File: config.mk
export PLATFORM = sky130hd
export DESIGN_NAME = ahb_mem_responder
export DESIGN_NICKNAME = d
export VERILOG_FILES = /design/src/rtl/p_hardisc.sv /design/src/rtl/ahb_parity_check.sv /design/src/rtl/ahb_mem_responder.sv
export SDC_FILE = /design/constraint.sdc
export NUM_CORES = 1
export LEC_CHECK = 0
export ABC_AREA = 1
export CORE_MARGIN = 10
export CORE_UTILIZATION = 33
export CTS_BUF_LIST = sky130_fd_sc_hd__clkbuf_2
export DETAILED_ROUTE_END_ITERATION = 10
export PLACE_DENSITY = 0.88
export SETUP_SLACK_MARGIN = 0.15
export SYNTH_ARGS = -nofsm -noshare
export SYNTH_HDL_FRONTEND = slang
export SYNTH_SLANG_ARGS = --single-unit
File: constraint.sdc
create_clock -name s_clk_i -period 2.7 [get_ports s_clk_i]
set_input_delay 0.675 -clock s_clk_i [delete_from_list [all_inputs] [get_ports s_clk_i]]
set_output_delay 0.675 -clock s_clk_i [all_outputs]
set_load 0.02 [all_outputs]
File: src/rtl/p_hardisc.sv
// ---------------------------------------------------------------------------
// p_hardisc : shared types, HTRANS encodings and SECDED encoder for AHB responders
// Rev 1.0
// ---------------------------------------------------------------------------
`default_nettype none

package p_hardisc;

  typedef enum logic [2:0] {
    RESP_IDLE = 3'd0,
    RESP_RD   = 3'd1,
    RESP_WR   = 3'd2,
    RESP_RAW  = 3'd3,
    RESP_ERR1 = 3'd4,
    RESP_ERR2 = 3'd5
  } ahb_resp_fsm;

  localparam logic [1:0] HTRANS_IDLE   = 2'b00;
  localparam logic [1:0] HTRANS_NONSEQ = 2'b10;

  // Hamming positions 1..38 skipping powers of two carry the data bits;
  // bit 6 is the overall parity over data and the six Hamming bits.
  function automatic logic [6:0] secded_encode(input logic [31:0] data);
    logic [6:0] c;
    logic [4:0] k;
    c = '0;
    k = '0;
    for (logic [5:0] pos = 6'd1; pos < 6'd39; pos = pos + 6'd1) begin
      if ((pos & (pos - 6'd1)) != 6'd0) begin
        for (int i = 0; i < 6; i++) begin
          if (((pos >> i) & 6'd1) != 6'd0) c[i] = c[i] ^ data[k];
        end
        k = k + 5'd1;
      end
    end
    c[6] = (^data) ^ (^c[5:0]);
    return c;
  endfunction

endpackage

`default_nettype wire

File: src/rtl/ahb_parity_check.sv
// ---------------------------------------------------------------------------
// ahb_parity_check : even parity over AHB address/control, with mismatch flag
// Rev 1.0
// ---------------------------------------------------------------------------
`default_nettype none

module ahb_parity_check (
  input  logic [31:0] haddr_i,
  input  logic [1:0]  htrans_i,
  input  logic [2:0]  hsize_i,
  input  logic        hwrite_i,
  input  logic [5:0]  hparity_i,
  output logic [5:0]  exp_parity_o,
  output logic        mismatch_o
);

  always_comb begin
    exp_parity_o[0] = ^haddr_i[7:0];
    exp_parity_o[1] = ^haddr_i[15:8];
    exp_parity_o[2] = ^haddr_i[23:16];
    exp_parity_o[3] = ^haddr_i[31:24];
    exp_parity_o[4] = (^hsize_i) ^ hwrite_i;
    exp_parity_o[5] = ^htrans_i;
    mismatch_o      = (exp_parity_o != hparity_i);
  end

endmodule

`default_nettype wire

File: src/rtl/ahb_mem_responder.sv
// ---------------------------------------------------------------------------
// ahb_mem_responder : AHB-Lite responder in front of a 32+7 bit SRAM word array
// Optional write-checksum verification: define AHB_MEM_WCHECK_EN. Rev 1.0
// ---------------------------------------------------------------------------
`default_nettype none

module ahb_mem_responder
  import p_hardisc::*;
#(
  parameter int unsigned ADDR_W   = 12,
  parameter int unsigned ERRCNT_W = 8
) (
  input  logic                s_clk_i,
  input  logic                s_reset_i,
  input  logic                s_hsel_i,
  input  logic [31:0]         s_haddr_i,
  input  logic [1:0]          s_htrans_i,
  input  logic [2:0]          s_hsize_i,
  input  logic                s_hwrite_i,
  input  logic                s_hready_i,
  input  logic [5:0]          s_hparity_i,
  input  logic [31:0]         s_hwdata_i,
  input  logic [6:0]          s_hwdcheck_i,
  output logic [31:0]         s_hrdata_o,
  output logic [6:0]          s_hrdcheck_o,
  output logic                s_hreadyout_o,
  output logic                s_hresp_o,
  output logic                s_mem_en_o,
  output logic                s_mem_we_o,
  output logic [3:0]          s_mem_be_o,
  output logic [ADDR_W-1:0]   s_mem_addr_o,
  output logic [31:0]         s_mem_wdata_o,
  output logic [6:0]          s_mem_wcheck_o,
  input  logic [31:0]         s_mem_rdata_i,
  input  logic [6:0]          s_mem_rcheck_i,
  output logic [ERRCNT_W-1:0] s_err_cnt_o
);

  ahb_resp_fsm         state_q, state_d;
  logic [ADDR_W-1:0]   addr_q, addr_d;
  logic [1:0]          size_q, size_d;
  logic [1:0]          off_q, off_d;
  logic [ERRCNT_W-1:0] cnt_q;

  logic [5:0] w_exp_parity;
  logic       w_par_err;
  logic       w_ap;
  logic       w_bad;
  logic       w_misalign;
  logic       w_wchk_err;
  logic       w_err_evt;
  logic [3:0] w_be;

  ahb_parity_check u_parity (
    .haddr_i      (s_haddr_i),
    .htrans_i     (s_htrans_i),
    .hsize_i      (s_hsize_i),
    .hwrite_i     (s_hwrite_i),
    .hparity_i    (s_hparity_i),
    .exp_parity_o (w_exp_parity),
    .mismatch_o   (w_par_err)
  );

  assign w_ap = s_hsel_i & s_hready_i & ((s_htrans_i & HTRANS_NONSEQ) != HTRANS_IDLE);

  assign w_misalign = ((s_hsize_i == 3'd1) &  s_haddr_i[0]) |
                      ((s_hsize_i == 3'd2) & (s_haddr_i[1:0] != 2'b00));

  assign w_bad = w_par_err | (s_hsize_i > 3'd2) | w_misalign |
                 (|s_haddr_i[31:ADDR_W+2]);

`ifdef AHB_MEM_WCHECK_EN
  assign w_wchk_err = (state_q == RESP_WR) &&
                      (secded_encode(s_hwdata_i) != s_hwdcheck_i);
`else
  assign w_wchk_err = 1'b0;
`endif

  always_comb begin
    case (size_q)
      2'd0:    w_be = 4'b0001 << off_q;
      2'd1:    w_be = off_q[1] ? 4'b1100 : 4'b0011;
      default: w_be = 4'b1111;
    endcase
  end

  always_comb begin
    state_d        = RESP_IDLE;
    addr_d         = addr_q;
    size_d         = size_q;
    off_d          = off_q;
    s_mem_en_o     = 1'b0;
    s_mem_we_o     = 1'b0;
    s_mem_be_o     = 4'b0000;
    s_mem_addr_o   = '0;
    s_mem_wdata_o  = '0;
    s_mem_wcheck_o = '0;
    case (state_q)
      RESP_RAW: begin
        s_mem_en_o   = 1'b1;
        s_mem_addr_o = addr_q;
        state_d      = RESP_RD;
      end
      RESP_ERR1: state_d = RESP_ERR2;
      default: begin
        if (state_q == RESP_WR && !w_wchk_err) begin
          s_mem_en_o     = 1'b1;
          s_mem_we_o     = 1'b1;
          s_mem_be_o     = w_be;
          s_mem_addr_o   = addr_q;
          s_mem_wdata_o  = s_hwdata_i;
          s_mem_wcheck_o = s_hwdcheck_i;
        end
        if (w_wchk_err) begin
          state_d = RESP_ERR2;
        end else if (w_ap) begin
          if (w_bad) begin
            state_d = RESP_ERR1;
          end else if (s_hwrite_i) begin
            addr_d  = s_haddr_i[ADDR_W+1:2];
            size_d  = s_hsize_i[1:0];
            off_d   = s_haddr_i[1:0];
            state_d = RESP_WR;
          end else if (state_q == RESP_WR) begin
            // SRAM port is busy with the write; replay the read next cycle.
            addr_d  = s_haddr_i[ADDR_W+1:2];
            state_d = RESP_RAW;
          end else begin
            s_mem_en_o   = 1'b1;
            s_mem_addr_o = s_haddr_i[ADDR_W+1:2];
            state_d      = RESP_RD;
          end
        end
      end
    endcase
  end

  assign w_err_evt = (state_d == RESP_ERR1) | w_wchk_err;

  always_ff @(posedge s_clk_i) begin
    if (s_reset_i) begin
      state_q <= RESP_IDLE;
      addr_q  <= '0;
      size_q  <= '0;
      off_q   <= '0;
      cnt_q   <= '0;
    end else begin
      state_q <= state_d;
      addr_q  <= addr_d;
      size_q  <= size_d;
      off_q   <= off_d;
      if (w_err_evt && cnt_q != {ERRCNT_W{1'b1}}) cnt_q <= cnt_q + 1'b1;
    end
  end

  assign s_hreadyout_o = !((state_q == RESP_RAW) || (state_q == RESP_ERR1) || w_wchk_err);
  assign s_hresp_o     = (state_q == RESP_ERR1) || (state_q == RESP_ERR2) || w_wchk_err;
  assign s_hrdata_o    = (state_q == RESP_RD) ? s_mem_rdata_i  : 32'd0;
  assign s_hrdcheck_o  = (state_q == RESP_RD) ? s_mem_rcheck_i : 7'd0;
  assign s_err_cnt_o   = cnt_q;

endmodule

`default_nettype wire

==> reports/qor.yml, run 1 <==
power:
  clkPwrFrac: 0.137
  power.switching_mw: 0.480
  comb_power_share: 0.537
  p_int_mw: 0.770
  p_per_area_nw_per_um2: 196
  swShare: 0.384
  p_seq_frac: 0.326
  total_power_mw: 1.25
  ir_worst_vdd_mv: 0.145
  power_leakage_nw: 3.69
clocking:
  cts.sinks: 27
  clock_latency_ps: 400
  htreeDepth: 1
  cts-root-buf: "clkbuf_2"
  clockBufferDepth: 2
  cts_buffers: 3
  cts_tree: "built"
  clk_pin_slew_worst_paths_ps: 270
worst_setup_path:
  worstPathArrival_ps: 2400
  crit_type: "in2out"
  path_max_fanout: 4
  path_cells: "clkdlybuf4s50_1 > inv_1 > nand2_2 > nand2_2 > nand2_2 > nand2_2 > nand3_4 > nor2_8 > nand4_1 > nand2_2 > nand3_2 > nand2_4 > buf_6"
  crit_slowest_cell: "clkdlybuf4s50_1"
  path_buf_inv: 3
  required_ps: 2030
  cp.depth: 13
  reg2reg_to: "s_err_cnt_o[2]"
  cp_top_family: "simple AND/OR/NAND/NOR gates"
  cp_common_cell: "nand2_2"
  endpoint_kind: "primary output"
  r2r_cells: 13
  cp-start-kind: "input pin"
  r2r_setup_slack_ps: 430
  r2r_start: "state_q[2]"
  slowest_delay_ps: 450
placed_design:
  gp_congestion: 0.860
  io_buffer_count: 231
  place_hpwl_um: 12300
  pre_cts_slack_ps: -1360
  place_inst: 1044
yosys:
  ys_ff_latch: 27
  syn_inst: 658
  synth-seq-area-share: 0.162
  ys_types: 31
  syn_area_sq_um: 3330
  syn_area_per_cell_sq_um: 5.06
  yosys_warnings: 0
  synth_nets: 797
run_status:
  outcome: "finished with violations"
  violations: "negative setup slack"
job:
  cap_violations: 0
floorplan:
  die_y_um: 120
  initial_utilization: 0.339
  coreArea_sq_um: 9820
  boundaryPins: 232
  rows: 36
  die_area_sq_um: 14500
  die_w_um: 120
global_route:
  grt_pass1_wl_um: 23500
  met2_usage: 0.359
  first_global_vias: 4501
  antenna_found_initial: 3
  track_usage: 0.197
  grt-ovfl-total: 0
  top_usage_layer: "met2"
  grt_max_degree: 40
  met3_usage: 0.0461
  met1_usage: 0.224
drt:
  vias: 4730
  drtIter0Drc: 246
  routed_via_density: 4.47
  drc: 0
  ant_nets: 0
  wl_um: 15800
  drt-wirelength-per-cell_um: 14.9
  drtPass1Iterations: 4
sta:
  clock_skew_ps: 23.0
  slew_violations: 0
  fin_ws_ps: -376
  rsz0062_at_grt: "true"
  worstMarginPinSlew_ps: 473
  fin_hold_ws_ps: 548
  fin_crit_ps: 3080
  finalHoldViolCount: 0
  period_share: 1.14
  max_slew_margin: 0.684
  setup_viol: 13
  fmax_mhz: 325
  finalSetupTns_ps: -4290
worst_hold_path:
  min_to: "size_q[0]"
  worstHoldStart: "size_q[0]"
  hp-class: "reg2reg"
  holdPathStages: 4
finish:
  syn_to_final_growth_pct: 91.3
  drive_gt1_frac: 0.268
  fin_cells: 1059
  fill_cells: 919
  fin_nets: 1063
flip-flops by register name, indices dropped and copies added (netlist names):
signal	flops
off_q	2
addr_q	12
state_q	3
size_q	2
s_err_cnt_o	8
per-layer routing:
metal	vias to the layer above	wire length, um
li1	2436	-
met1	2110	5990
met2	150	8300
met3	34	1030
met4	0	460
met5	-	0
worst reg2reg max path, cell delays in order (launching register included):
cell and delay [ps]:
dfxtp_2 400, inv_2 60, nand2_4 80, nor2_2 50
buf_12 140, nor2_4 110, buf_4 250, buf_4 170
nand4_2 120, inv_1 400, nand3_1 210, nand2_1 100
inv_1 40, nor2_1 90
stage by stage:
step                      utilization  instance area, sq um
after floorplan                     -                  3520
after global placement          0.637                  6260
after detailed placement        0.637                  6260
after CTS                       0.658                  6460
after global routing            0.649                  6370
final                           0.649                  6370
layout make-up:
cell class | count | area, sq um | area share
tap | 133 | 166 | 0.0261
antenna | 3 | 7.51 | 0.00118
multi-input combinational | 441 | 2520 | 0.395
sequential | 27 | 547 | 0.0858
clock buffer | 3 | 15.0 | 0.00236
inverter | 173 | 677 | 0.106
timing repair buffer | 278 | 2430 | 0.382
clock inverter | 1 | 5.00 | 0.000786
cells in the final DEF, fill, tap and decap left out, types with 3 or more instances in the layout:
master and n:
nand3_2 8, buf_12 4, a21oi_1 6, inv_1 143, nand4_1 18, dlygate4sd2_1 61
nand2_4 11, buf_6 18, nand3_1 15, xor2_1 3, nand2_2 36, nand3_4 3
nor2_1 125, ha_4 12, buf_2 26, buf_4 51, dfxtp_1 24, nand2_1 157
xnor2_1 3, diode_2 3, o21ai_0 4, clkdlybuf4s15_1 8, nor2_4 7, nor3_1 4
clkbuf_2 19, inv_2 26, nor2_2 5, nand3b_1 7, clkdlybuf4s50_1 92
worst max-delay path by stage:
stage | startpoint | to | slack (ps)
finish | s_htrans_i[0] | s_mem_addr_o[11] | -380
global route | s_htrans_i[0] | s_mem_addr_o[11] | -500
detailed placement | s_haddr_i[1] | s_mem_addr_o[11] | -1360
CTS | s_haddr_i[1] | s_mem_addr_o[11] | -310
global placement | s_haddr_i[1] | s_mem_addr_o[11] | -1300
floorplan | s_haddr_i[14] | s_mem_addr_o[0] | -10
synth_stat cells:
cell,count,area share
nor2_1,131,0.15
dfxtp_1,27,0.16
nor2_8,1,0.0060
buf_2,4,0.0060
nand2_2,3,0.0056
a21oi_1,7,0.011
nor3b_1,1,0.0023
nand2_1,201,0.23
ha_1,13,0.049
clkbuf_1,10,0.011
nand4_2,2,0.0075
nor3_1,5,0.0075
nand3_2,1,0.0030
nand3_4,1,0.0053
nand4_1,18,0.034
nand3_1,24,0.036
inv_1,170,0.19
a21oi_2,1,0.0026
nand3b_1,7,0.016
buf_1,1,0.0011
or2_1,2,0.0038
or2_2,1,0.0019
buf_4,1,0.0023
xor2_1,5,0.013
nor2_2,3,0.0056
o21ai_0,7,0.011
nand4_4,1,0.0064
buf_6,2,0.0068
inv_2,3,0.0034
xnor2_1,3,0.0079
nor2_4,2,0.0068
kinds of logic (layout without fill, tap and decap cells):
family,Yosys count,after routing,share of synthesized area
and+or+nand+nor,404,405,0.522
AOI/OAI and AO/OA,15,15,0.0237
buffers and inverters,191,455,0.222
adders and majority gates,13,13,0.0489
other,0,3,0
xor gates and xnor gates,8,8,0.0210
DFF,27,27,0.162
power by group through the flow:
stage	combinational (mW)	sequential (mW)	clock, mW
after floorplan	0.270	0.417	0
after global placement	0.573	0.415	0
after detailed placement	0.589	0.415	0
after CTS	0.635	0.408	0.179
after global routing	0.729	0.409	0.193
final	0.671	0.408	0.172
timing repair:
item	4_1_cts	5_1_grt
setup buffers	5	2
resized for setup	366	117
gates cloned	1	0
pin swaps	62	25
setup endpoints to repair	98	56
hold buffers	0	0
Note: power is estimated with default switching activity, not from simulation.
==> inputs of run 2 (changes only) <==
Settings changed: CORE_ASPECT_RATIO set to 1.25, PLACE_DENSITY 0.88 to unset, PLACE_DENSITY_LB_ADDON set to 0.08, TNS_END_PERCENT set to 1.
==> run 2 against run 1 <==
The run still ends with negative setup slack left. Hold slack worse by 28 ps. Die area is 0.17% higher. Largest power group unchanged. Clock power shrank 4%. Clock-buffer cell count stayed put. Largest cell class is now buffers. Sequential power about the same. Wire length is 6.7% lower.
==> reports/qor.yml, run 2 (same netlist as run 1, synthesis figures left out) <==
finish:
  drive_gt1_frac: 0.271  # +0.00375
  final_area_sq_um: 6330  # -0.63%
  multi_input_area_sq_um: 2460  # -2.2%
  syn_to_final_growth_pct: 90.1
  layout_commonest_cell: "nand2_1"
  fill_cells: 918  # -0.11%
  fin_nets: 1065  # +0.19%
  fin_util: 0.649  # about the same
  largest_reg_flops: 12  # unchanged
  regMostFlops: "addr_q"
  layout_common_cells: "nand2_1 (160), inv_1 (141), clkdlybuf4s50_1 (132)"
  regArea_sq_um: 542  # -0.92%
  fin_cells: 1053  # -0.57%
drt:
  drtIter0Drc: 173  # -30%
  wl_um: 14700  # -6.7%
  drt-wirelength-per-cell_um: 14.0  # -6.1%
  drtPass1Iterations: 4  # unchanged
  drc: 0  # unchanged
  vias: 4760  # +0.63%
  ant_nets: 0  # unchanged
  routed_via_density: 4.52  # +1.2%
clocking:
  cts.sinks: 27  # unchanged
  clk_pin_slew_worst_paths_ps: 270  # about the same
  cts-root-buf: "clkbuf_2"
  cts_buffers: 3  # unchanged
  htreeDepth: 1  # unchanged
  clockBufferDepth: 2  # unchanged
  clock_latency_ps: 370  # -30 ps
  cts_tree: "built"
floorplan:
  die_y_um: 132  # +9.8%
  die_w_um: 110  # -8.8%
  die_area_sq_um: 14500  # +0.17%
  initial_utilization: 0.341  # +0.00209
  coreArea_sq_um: 9760  # -0.61%
  boundaryPins: 232  # unchanged
  rows: 40  # +11%
global_route:
  first_global_vias: 4576  # +1.7%
  grt_pass1_wl_um: 21900  # -6.7%
  antenna_found_initial: 2  # -1
  grt_max_degree: 41  # +2.5%
  track_usage: 0.181  # -0.0160
  grt-ovfl-total: 0  # unchanged
worst_setup_path:
  endpoint_kind: "primary output"
  worstPathArrival_ps: 2280  # -120 ps
  required_ps: 2030  # about the same
  cp-start-kind: "input pin"
  crit_type: "in2out"
  path_max_fanout: 5  # +1
placed_design:
  gp_congestion: 0.858  # -0.28%
  io_buffer_count: 231  # unchanged
  pre_cts_slack_ps: -1260  # +106 ps
  place_inst: 1029  # -1.4%
  placed_area_sq_um: 6080  # -2.9%
  place_hpwl_um: 11800  # -4.4%
sta:
  rsz0062_at_grt: "true"
  finalHoldViolCount: 0  # unchanged
  period_share: 1.10  # -0.0432
  clock_skew_ps: 13.9  # -9.10 ps
  slew_violations: 0  # unchanged
  worstMarginPinSlew_ps: 455  # -18.5 ps
  fin_ws_ps: -259  # +117 ps
  fin_crit_ps: 2960  # -117 ps
  setup_viol: 15  # +2
  max_slew_margin: 0.696  # +0.0123
  fin_hold_ws_ps: 521  # -27.5 ps
  fmax_mhz: 338  # +3.9%
power:
  power_leakage_nw: 3.53  # -4.4%
  ir_worst_vdd_mv: 0.155  # +6.8%
  p_per_area_nw_per_um2: 197  # +0.29%
job:
  cap_violations: 0  # unchanged
worst_hold_path:
  hp-class: "in2reg"
run_status:
  violations: "negative setup slack"
  outcome: "finished with violations"
run 2: changes by cell type in the layout (fill, tap and decap cells not counted), sizes merged:
cell	delta
dlygate4sd2	-43
clkdlybuf4s50	+40
clkbuf	+10
clkdlybuf4s15	-5
diode	-1
run 2: area by class of cell:
cell class | count | share of cell area
timing repair buffer | 280 | 0.391
tap | 126 | 0.0249
sequential | 27 | 0.0856
inverter | 173 | 0.106
clock inverter | 1 | 0.000791
clock buffer | 3 | 0.00237
antenna | 2 | 0.000791
multi-input combinational | 441 | 0.389
run 2: critical path: stages:
cell,delay (ps)
dlygate4sd2_1,270
nand2_1,110
inv_1,50
nor2_1,90
nand2_1,70
nand2_2,100
nand3_2,110
nand2_4,100
nand2_4,70
nor2_4,180
nand4_1,110
nand2_1,80
nand2_1,60
nand2_2,90
buf_6,110
run 2: worst paths after layout:
path | start | end | slack [ps] | cells after the start
min reg2reg | addr_q[9] | addr_q[9] | 550 | 4
max reg2reg | state_q[0] | s_err_cnt_o[1] | 610 | 9
min | s_haddr_i[1] | off_q[1] | 520 | 3
max | s_haddr_i[9] | s_mem_addr_o[1] | -260 | 15
run 2: power breakdown:
part	switching (mW)	internal [mW]	leakage [nW]
Sequential	0.00398	0.404	0.218
Combinational	0.328	0.344	3.29
Clock	0.132	0.0336	0.0164
run 2: layer usage:
| layer | routed length (um) | track usage | vias up |
|---|---|---|---|
| li1 | - | - | 2440 |
| met1 | 5590 | 0.189 | 2131 |
| met2 | 7850 | 0.357 | 176 |
| met3 | 1070 | 0.0240 | 13 |
| met4 | 210 | 0.0406 | 0 |
| met5 | 0 | 0 | - |
run 2: what timing repair did:
item,in CTS,in global routing
cloned,1,0
hold buffers,0,0
resized for setup,360,85
pin swaps,58,34
setup endpoints to repair,98,98
setup buffers,15,2
run 2: per-stage QoR:
step                TNS, ps  total power, mW
floorplan             -15.0            0.680
global placement     -17380            0.971
detailed placement   -18830            0.987
CTS                   -3140             1.21
global route          -7820             1.32
finish                -3180             1.25
